<file path="src/rtl/async_frame_pkg.sv">
// async_frame_pkg: frame constants and receiver state encoding shared with the transmitter
package async_frame_pkg;
  typedef enum logic [1:0] {IDLE, START, DATA, STOP} rx_state_e;
  localparam logic START_BIT  = 1'b0;
  localparam logic STOP_BIT   = 1'b1;
  localparam int   DEF_WIDTH  = 8;
  localparam int   FRAME_BITS = DEF_WIDTH + 2;
  function automatic int frame_bits(input int width);
    return width + 2;
  endfunction
endpackage

</file>
<file path="src/rtl/sync_2ff.sv">
// sync_2ff: two-flop synchronizer for an asynchronous single-bit input
module sync_2ff #(
  parameter logic RST_VAL = 1'b0
) (
  input  logic clk_i,
  input  logic rst_i,
  input  logic d_i,
  output logic q_o
);
  logic meta_q;
  // shift the async input through two flops before anyone looks at it
  always_ff @(posedge clk_i)
    if (rst_i) {q_o, meta_q} <= {2{RST_VAL}};
    else {q_o, meta_q} <= {meta_q, d_i};
endmodule

</file>
<file path="src/rtl/async_receiver.sv">
// async_receiver: start/WIDTH data (MSB first)/stop serial receiver with mid-bit sampling
module async_receiver
  import async_frame_pkg::*;
#(
  parameter int WIDTH        = 8,
  parameter int CLKS_PER_BIT = 1
) (
  input  logic             CLK,
  input  logic             RST,
  input  logic             RXD,
  output logic [WIDTH-1:0] RX_DATA,
  output logic             RX_VALID,
  output logic             RX_BUSY,
  output logic             FRAME_ERR
);
  localparam int MID = (CLKS_PER_BIT - 1) / 2;
  localparam int CW  = CLKS_PER_BIT > 1 ? $clog2(CLKS_PER_BIT) : 1;
  localparam int BW  = WIDTH > 1 ? $clog2(WIDTH) : 1;
  localparam logic [CW-1:0] CNT_BIT  = CW'(CLKS_PER_BIT - 1);
  localparam logic [CW-1:0] CNT_MID  = CW'(MID > 0 ? MID - 1 : 0);
  localparam logic [BW-1:0] LAST_BIT = BW'(WIDTH - 1);
  rx_state_e        state_q, state_d;
  logic [CW-1:0]    cnt_q, cnt_d;
  logic [BW-1:0]    bit_cnt_q, bit_cnt_d;
  logic [WIDTH-1:0] shreg_q, shreg_d, data_q, data_d;
  logic             valid_q, valid_d, err_q, err_d, busy_q;
  logic             rxd_s, rxd_prev_q, start_det;
  sync_2ff #(.RST_VAL(1'b0)) u_sync (
    .clk_i(CLK),
    .rst_i(RST),
    .d_i  (RXD),
    .q_o  (rxd_s)
  );
  // rxd_prev resets low so a line already low at reset release is not taken as a start
  assign start_det = rxd_prev_q == STOP_BIT && rxd_s == START_BIT;
  // next-state: count down to each bit midpoint, then act on the sampled line
  always_comb begin
    state_d   = state_q;
    cnt_d     = cnt_q;
    bit_cnt_d = bit_cnt_q;
    shreg_d   = shreg_q;
    data_d    = data_q;
    valid_d   = 1'b0;
    err_d     = 1'b0;
    case (state_q)
      IDLE: if (start_det) begin
        state_d   = MID == 0 ? DATA : START;
        cnt_d     = MID == 0 ? CNT_BIT : CNT_MID;
        bit_cnt_d = '0;
      end
      START: if (cnt_q != '0) cnt_d = cnt_q - 1'b1;
      else begin
        state_d   = rxd_s == START_BIT ? DATA : IDLE;
        cnt_d     = CNT_BIT;
        bit_cnt_d = '0;
      end
      DATA: if (cnt_q != '0) cnt_d = cnt_q - 1'b1;
      else begin
        shreg_d   = {shreg_q[WIDTH-2:0], rxd_s};
        cnt_d     = CNT_BIT;
        state_d   = bit_cnt_q == LAST_BIT ? STOP : DATA;
        bit_cnt_d = bit_cnt_q == LAST_BIT ? bit_cnt_q : bit_cnt_q + 1'b1;
      end
      STOP: if (cnt_q != '0) cnt_d = cnt_q - 1'b1;
      else begin
        state_d = IDLE;
        valid_d = rxd_s == STOP_BIT;
        err_d   = rxd_s != STOP_BIT;
        data_d  = rxd_s == STOP_BIT ? shreg_q : data_q;
      end
      default: state_d = IDLE;
    endcase
  end
  // state and output registers; reset abandons any frame in flight
  always_ff @(posedge CLK)
    if (RST) begin
      state_q    <= IDLE;
      cnt_q      <= '0;
      bit_cnt_q  <= '0;
      shreg_q    <= '0;
      data_q     <= '0;
      valid_q    <= 1'b0;
      err_q      <= 1'b0;
      busy_q     <= 1'b0;
      rxd_prev_q <= 1'b0;
    end else begin
      state_q    <= state_d;
      cnt_q      <= cnt_d;
      bit_cnt_q  <= bit_cnt_d;
      shreg_q    <= shreg_d;
      data_q     <= data_d;
      valid_q    <= valid_d;
      err_q      <= err_d;
      busy_q     <= state_d != IDLE;
      rxd_prev_q <= rxd_s;
    end
  assign RX_DATA   = data_q;
  assign RX_VALID  = valid_q;
  assign FRAME_ERR = err_q;
  assign RX_BUSY   = busy_q;
endmodule
</file>
<file path="config.mk">
export PLATFORM = sky130hd
export DESIGN_NAME = async_receiver
export DESIGN_NICKNAME = d
export VERILOG_FILES = /design/src/rtl/async_frame_pkg.sv /design/src/rtl/sync_2ff.sv /design/src/rtl/async_receiver.sv
export SDC_FILE = /design/constraint.sdc
export NUM_CORES = 1
export LEC_CHECK = 0
export CELL_PAD_IN_SITES_DETAIL_PLACEMENT = 1
export CELL_PAD_IN_SITES_GLOBAL_PLACEMENT = 1
export CORE_MARGIN = 3
export CORE_UTILIZATION = 42
export DETAILED_ROUTE_END_ITERATION = 10
export PLACE_DENSITY_LB_ADDON = 0.2
export SETUP_SLACK_MARGIN = 0.3
export SLEW_MARGIN = 20
export SYNTH_ARGS = -nofsm -noshare
export SYNTH_HDL_FRONTEND = slang
export SYNTH_HIERARCHICAL = 1
export SYNTH_SLANG_ARGS = --single-unit
</file>
<file path="constraint.sdc">
create_clock -name CLK -period 3.48 [get_ports CLK]
set_input_delay 0.522 -clock CLK [delete_from_list [all_inputs] [get_ports CLK]]
set_output_delay 0.522 -clock CLK [all_outputs]
set_load 0.02 [all_outputs]
</file>
==> impl_metrics.ini, run 1 <==
[status]
status = completed

[setup_path]
worstSetupPathType = input pin to flop
timing.rr.start = state_q[1]
slowest_delay_ps = 1080
critPathCaptureType = flop
rr_worst_depth = 3
reg2reg_to = shreg_q[2]
cp_slowest_cell = clkdlybuf4s50_1
worst_ep_required_time_ps = 3690
worst-path-max-fanout = 29
cp-start-kind = input pin
cp_cell_sequence = clkdlybuf4s50_1 -> nor2b_1 -> mux2_1
r2r_slack_ps = 1980
crit_arrival_ps = 2030

[detailed_routing]
routed_wl_um = 1800
first_pass_iters = 3
drt_iter0_drc = 6
ant_nets = 0
vias = 711
vias_per_cell = 5.12
routedWlPerCell_um = 13.0
drc_errors = 0

[logic_synthesis]
synthAdderAreaFrac = 0.0254
synth_top_area_cell = dfxtp_1
synthMuxAreaShare = 0.113
synth_top_family_by_area = simple AND/OR/NAND/NOR gates
synth.net_count = 105
synth_compound_area_frac = 0.0826
synthXorXnorAreaFrac = 0
async_flop_share = 0
yosysMostFrequentCell = dfxtp_1
synth.distinct_cells = 19
synthFlopType = dfxtp_1
synthesis.area_um2 = 985
synth_top_area_share = 0.549
synth_area_per_cell_um2 = 9.85
ys_seq_elements = 27
synth_cells = 100
yosysWarnings = 6
synth-simple-area-share = 0.206
ys_seq_area_frac = 0.549
netlist_top_cells_count = 27 x dfxtp_1, 17 x nand2_1, 10 x a21oi_1, 10 x mux2i_1, 9 x nor2_1
ys_top_cells_by_area = dfxtp_1 55%, mux2i_1 10%, nand2_1 6.5%
synth_edf_count = 0

[hold_path]
hold_depth = 1
holdPathEnd = u_sync/q_o
hold_path_class = flop to flop
hp-start = u_sync/meta_q

[floorplanning]
die-area_um2 = 2960
rows = 16
dieHeight_um = 54.4
initial_core_util = 0.473
io_pins = 14
die_w_um = 54.4
fp.coreArea_um2 = 2080

[cells_and_area]
num-nets-final = 118
syn2layout_area_growth_pct = 16.9
antenna_cells = 0
fin_util = 0.553
fin_area_um2 = 1150
fin_cells = 139
drive_gt1_frac = 0.0446

[cts]
clock_sinks = 27
cts_tree = done
post_cts_buffers = 0
ctsHoldBuffers = 0
path_clk_slew_ps = 140
clk_latency_ps = 310
clockBufferDepth = 2
post_cts_resized = 0
htreeDepth = 1
cts_buffers = 3
cts-root-buf = clkbuf_4

[sta]
hold_violations = 0
slew_headroom = 0.378
final_critical_path_setup_slack_ps = 1660
report.final.slew_viol_count = 0
worst_pin_slew_ps = 930
period_share = 0.523
fin_crit_ps = 1820
rsz0062_at_grt = no
setup_tns_ps = 0
setup_violations = 0
max_freq_mhz = 549
fin_worst_skew_ps = 5.89

[global_route]
grt_antenna_before_repair = 0
grt_pass1_wl_um = 2950
grt_pass1_vias = 674
grt_remaining_overflow = 0
track_usage = 0.139
grt_max_degree = 30

[power_and_ir_drop]
powerDensity_nw_per_um2 = 400
vdd_drop_max_mv = 0.248
leakage_uw = 0.000469

[place]
dpl-instance-area_um2 = 1120
dp_cells = 135
port_buffers = 13
gp_congestion = 0.743
pre_cts_ws_ps = 1300
hpwl_um = 1280

[flow_run]
drv_cap = 0
cell families (layout without fill, tap and decap cells):
group / Yosys count / in the layout
AOI/OAI and AO/OA: 13 / 13
adders and majority gates: 2 / 2
buffers and inverters: 5 / 17
DFF: 27 / 27
muxes: 11 / 11
and+or+nand+nor: 42 / 42
per-stage QoR:
stage | total power [µW] | hold WS (ps)
floorplan | 332 | 414
global placement | 337 | 431
detailed placement | 337 | 433
CTS | 466 | 466
global route | 482 | 488
finish | 460 | 463
layout make-up:
type                            count  area, µm²
Fill cell                         254        931
Sequential cell                    27        541
Multi-Input combinational cell     68        420
Timing Repair Buffer               13        130
Tap cell                           27       33.8
Clock buffer                        4       26.3
per-layer routing:
layer | vias up | wire (µm) | track usage
li1 | 355 | - | -
met1 | 344 | 889 | 0.171
met2 | 10 | 837 | 0.235
met3 | 2 | 62 | 0.0327
met4 | 0 | 12 | 0.0498
met5 | - | 0 | 0
report_power, final:
group	internal (µW)	total [µW]	switching [µW]
Combinational	6.83	16.7	9.86
Clock	44.7	130	85.3
Sequential	311	314	2.20
Total	363	460	97.4
layout by cell type (no fill, tap or decap):
| master | n |
|---|---|
| dfxtp_1 | 27 |
| nand3b_1 | 2 |
| ha_1 | 2 |
| a21oi_1 | 10 |
| nand3_2 | 1 |
| nor2_1 | 9 |
| o21ai_0 | 1 |
| mux2_1 | 1 |
| o21ai_1 | 1 |
| nor2b_1 | 7 |
| clkdlybuf4s50_1 | 13 |
| nor3b_1 | 1 |
| clkbuf_1 | 1 |
| nor3_1 | 2 |
| o31ai_4 | 1 |
| clkbuf_4 | 3 |
| nand2b_1 | 3 |
| nand2_1 | 17 |
| mux2i_1 | 10 |
how the worst max path moves through the flow:
stage                 startpoint      endpoint  slack, ps
detailed placement           RST  bit_cnt_q[0]       1300
CTS                          RST  bit_cnt_q[0]       1650
floorplan           bit_cnt_q[0]  bit_cnt_q[0]       2080
global placement             RST  bit_cnt_q[0]       1350
finish                       RST  bit_cnt_q[0]       1660
global route                 RST  bit_cnt_q[0]       1590
state kept, by name (all words and copies together), names as in the netlist, 2 cells and up:
signal / cells
RX_DATA: 8
state_q: 2
shreg_q: 8
bit_cnt_q: 3
critical path, delay by kind of cell:
family                 cells  cell delay [ps]
and+or+nand+nor            1              100
buffers and inverters      1             1080
muxes                      1              320
Note: power is estimated with default switching activity, not from simulation.
==> run 2, diff against run 1 <==
CORE_UTILIZATION = 39   (was 42)
clock period = 1.7 ns   (was 3.48 ns; I/O delays follow)
==> impl_metrics.ini, run 2 (synthesis gave the netlist of run 1 again) <==
[cts]
path_clk_slew_ps = 140
cts-root-buf = clkbuf_4
htreeDepth = 1
clockBufferDepth = 2
cts_buffers = 3
clock_sinks = 27
clk_latency_ps = 320
cts_tree = done
ctsHoldBuffers = 0

[sta]
hold_violations = 0
fin_worst_skew_ps = 9.75
report.final.slew_viol_count = 0
setup_violations = 0
fin_crit_ps = 1340
max_freq_mhz = 745
worst_pin_slew_ps = 306
period_share = 0.789
setup_tns_ps = 0
rsz0062_at_grt = no
slew_headroom = 0.796

[setup_path]
crit_arrival_ps = 1560
cp-start-kind = flop
worstSetupPathType = flop to flop
critPathCaptureType = flop
worst-path-max-fanout = 2
reg2reg_to = bit_cnt_q[0]
worst_ep_required_time_ps = 1920
timing.rr.start = bit_cnt_q[0]
rr_worst_depth = 5
r2r_slack_ps = 360

[floorplanning]
die_w_um = 56.2
fp.coreArea_um2 = 2300
dieHeight_um = 56.2
io_pins = 14
rows = 17
initial_core_util = 0.429
die-area_um2 = 3160

[cells_and_area]
final_common_cell = dfxtp_1
fin_util = 0.522
antenna_cells = 0
fillers = 278
num-nets-final = 124
drive_gt1_frac = 0.153
final_cell_mix = 25 x dfxtp_1, 17 x nand2_1, 11 x dlygate4sd2_1
syn2layout_area_growth_pct = 21.9

[place]
gp_congestion = 0.800
port_buffers = 13
hpwl_um = 1330

[hold_path]
hold_path_class = flop to flop
hold_depth = 1
hp-start = u_sync/meta_q
holdPathEnd = u_sync/q_o

[power_and_ir_drop]
power.total_uw = 962
vdd_drop_max_mv = 0.362
leakage_uw = 0.000551
powerDensity_nw_per_um2 = 802

[global_route]
grt_max_degree = 17
grt_pass1_vias = 724
track_usage = 0.132
grt_antenna_before_repair = 0
grt_pass1_wl_um = 3230
grt_remaining_overflow = 0

[flow_run]
drv_cap = 0

[detailed_routing]
routed_wl_um = 1860
ant_nets = 0
first_pass_iters = 3
routedWlPerCell_um = 12.7
drc_errors = 0
vias = 704
vias_per_cell = 4.82
drt_iter0_drc = 1

[status]
status = completed
-- run 2: changes by cell type in the layout (fill, tap and decap cells not counted), sizes merged --
cell,before,now
clkinv,0,1
clkdlybuf4s50,13,2
dlygate4sd2,0,11
buf,0,6
clkbuf,4,3
-- run 2: layout make-up --
| class | count | area (µm²) | share of cell area |
|---|---|---|---|
| Multi-Input combinational cell | 68 | 433 | 0.361 |
| Tap cell | 28 | 35.0 | 0.0292 |
| Sequential cell | 27 | 543 | 0.453 |
| Clock buffer | 3 | 22.5 | 0.0188 |
| Timing Repair Buffer | 19 | 161 | 0.135 |
| Clock inverter | 1 | 5.00 | 0.00417 |
-- run 2: worst max path at each step --
| stage | start | to | slack [ps] | cells past startpoint |
|---|---|---|---|---|
| detailed placement | bit_cnt_q[0] | bit_cnt_q[0] | 220 | 5 |
| global placement | bit_cnt_q[0] | bit_cnt_q[0] | 290 | 5 |
| finish | bit_cnt_q[0] | bit_cnt_q[0] | 360 | 5 |
| global route | bit_cnt_q[0] | bit_cnt_q[0] | 300 | 5 |
| CTS | bit_cnt_q[0] | bit_cnt_q[0] | 300 | 5 |
| floorplan | bit_cnt_q[0] | bit_cnt_q[0] | 300 | 5 |
-- run 2: per-stage QoR --
step	cells	setup WS, ps	hold WS, ps	cell area [µm²]
after detailed placement	140	221	432	1160
final	146	359	458	1200
after CTS	146	302	462	1190
after global placement	140	285	416	1160
after global routing	146	301	461	1200
after floorplan	100	301	327	985
-- run 2: critical path, cell delays in order (launching register included) --
cell     delay [ps]
dfxtp_2         350
ha_2            170
ha_2            170
o21ai_2         150
o31ai_4         100
mux2_4          300
-- run 2: what timing repair did --
action	4_1_cts	5_1_grt
resized for setup	14	3
setup buffers	2	0
endpoints found under the setup margin	12	9
pin swaps	1	1
-- run 2: routing by layer --
layer,part of all wire,global-route usage,up-vias
li1,-,-,364
met3,0.028,0.0278,2
met4,0.011,0.0508,0
met5,0,0,-
met2,0.50,0.240,7
met1,0.46,0.149,331
-- run 2: power breakdown --
group / switching, µW / internal (µW) / leakage [µW] / total [µW]
registers: 4.52 / 638 / 0.000219 / 643
clock network: 190 / 88.0 / 0.0000177 / 278
logic: 21.9 / 20.2 / 0.000314 / 42.1
total: 216 / 746 / 0.000551 / 962
==> run 3, diff against run 2 <==
CORE_UTILIZATION = 36   (was 39)
clock period = 1.1 ns   (was 1.7 ns; I/O delays follow)
==> impl_metrics.ini, run 3 (synthesis gave the netlist of run 1 again) <==
[cells_and_area]
syn2layout_area_growth_pct = 55.0
fin_cells = 158
num-nets-final = 134
final_cell_mix = 16 x buf_6, 14 x dfxtp_2, 11 x dfxtp_1
drive_gt1_frac = 0.609
multi_input_area_um2 = 601
fillers = 268
final_common_cell = buf_6
seq_area_um2 = 566
antenna_cells = 0
fin_area_um2 = 1530

[setup_path]
worst-path-max-fanout = 2
slowest_delay_ps = 360
cpMostUsedCell = ha_4
cp_cell_sequence = ha_4 -> ha_4 -> o21ai_4 -> o31ai_4 -> mux2_4
worstSetupPathType = flop to flop
cp_slowest_cell = dfxtp_2
cp.buffers_inverters = 0
worst_ep_required_time_ps = 1330
crit_arrival_ps = 1530
cp-start-kind = flop
critPathCaptureType = flop
crit_family = flip-flops

[cts]
clockBufferDepth = 2
cts-root-buf = clkbuf_4
clk_latency_ps = 320
cts_tree = done
path_clk_slew_ps = 140
cts_buffers = 3
htreeDepth = 1
clock_sinks = 27

[detailed_routing]
ant_nets = 0
drc_errors = 0
vias = 787
routedWlPerCell_um = 14.5
routed_wl_um = 2300
drt_iter0_drc = 8
first_pass_iters = 3
vias_per_cell = 4.98

[global_route]
track_usage = 0.154
grt_max_degree = 15
grt_pass1_wl_um = 3910
grt_remaining_overflow = 0
grt_antenna_before_repair = 0
grt_pass1_vias = 839

[sta]
max_freq_mhz = 765
report.final.slew_viol_count = 0
setup_violations = 3
period_share = 1.19
final_critical_path_setup_slack_ps = -206
rsz0062_at_grt = yes
slew_headroom = 0.846
fin_hold_ws_ps = 376
hold_violations = 0
worst_pin_slew_ps = 230
fin_worst_skew_ps = 3.83
fin_crit_ps = 1310

[floorplanning]
rows = 18
initial_core_util = 0.387
die_w_um = 58.3
die-area_um2 = 3400
dieHeight_um = 58.3
io_pins = 14
fp.coreArea_um2 = 2540

[place]
gp_congestion = 0.747
dp_cells = 148
hpwl_um = 1510
dpl-instance-area_um2 = 1260
port_buffers = 13
pre_cts_ws_ps = -264

[power_and_ir_drop]
powerDensity_nw_per_um2 = 1000
leakage_uw = 0.000644
power.total_uw = 1530
vdd_drop_max_mv = 0.814

[status]
violations = negative setup slack
status = finished, violations left

[flow_run]
drv_cap = 0

[hold_path]
hold_path_class = input pin to flop
## run 3: changes by cell type in the layout (fill, tap and decap cells not counted), sizes merged
| cell | before | now |
|---|---|---|
| buf | 6 | 27 |
| clkinv | 1 | 0 |
| dlygate4sd2 | 11 | 1 |
| clkbuf | 3 | 4 |
| clkdlybuf4s50 | 2 | 1 |
## run 3: path summary, 6_finish.rpt
path	cells past startpoint	from	slack (ps)	to
worst min-delay path	3	RST	380	state_q[0]
worst max register to register	5	bit_cnt_q[1]	-210	bit_cnt_q[0]
worst min register to register	1	u_sync/meta_q	450	u_sync/q_o
worst max-delay path	5	bit_cnt_q[1]	-210	bit_cnt_q[0]
## run 3: what timing repair did
| action | CTS | global route |
|---|---|---|
| hold buffers | 0 | 0 |
| gates cloned | 1 | 0 |
| setup endpoints to repair | 35 | 35 |
| buffers inserted | 4 | 1 |
| gates resized for setup | 115 | 10 |
| pin swaps | 17 | 6 |
## run 3: area by class of cell
type,instances,area share
repair buffers,29,0.194
well taps,30,0.0246
flip-flops and latches,27,0.370
multi-input cells,68,0.393
clock buffers,4,0.0172
## run 3: stage by stage
step | util | setup TNS (ps)
floorplan | - | -263
CTS | 0.582 | -591
global placement | 0.497 | -1250
detailed placement | 0.497 | -1700
finish | 0.600 | -534
global route | 0.600 | -1040
## run 3: power breakdown
| group | internal (µW) | switching [µW] | total (µW) |
|---|---|---|---|
| combinational | 59.2 | 58.0 | 117 |
| clock | 142 | 286 | 428 |
| sequential | 981 | 5.56 | 987 |
## run 3: worst register-to-register path, delay by kind of cell, from the launching register on
| family | cells | cell delay, ps |
|---|---|---|
| muxes | 1 | 300 |
| AOI/OAI and AO/OA | 2 | 230 |
| adders and majority gates | 2 | 320 |
| DFF | 1 | 360 |
## run 3: per-layer routing
metal / part of all wire / track usage / up-vias
li1: - / - / 391
met1: 0.45 / 0.184 / 382
met2: 0.51 / 0.270 / 10
met3: 0.020 / 0.0197 / 4
met4: 0.022 / 0.0795 / 0
met5: 0 / 0 / -
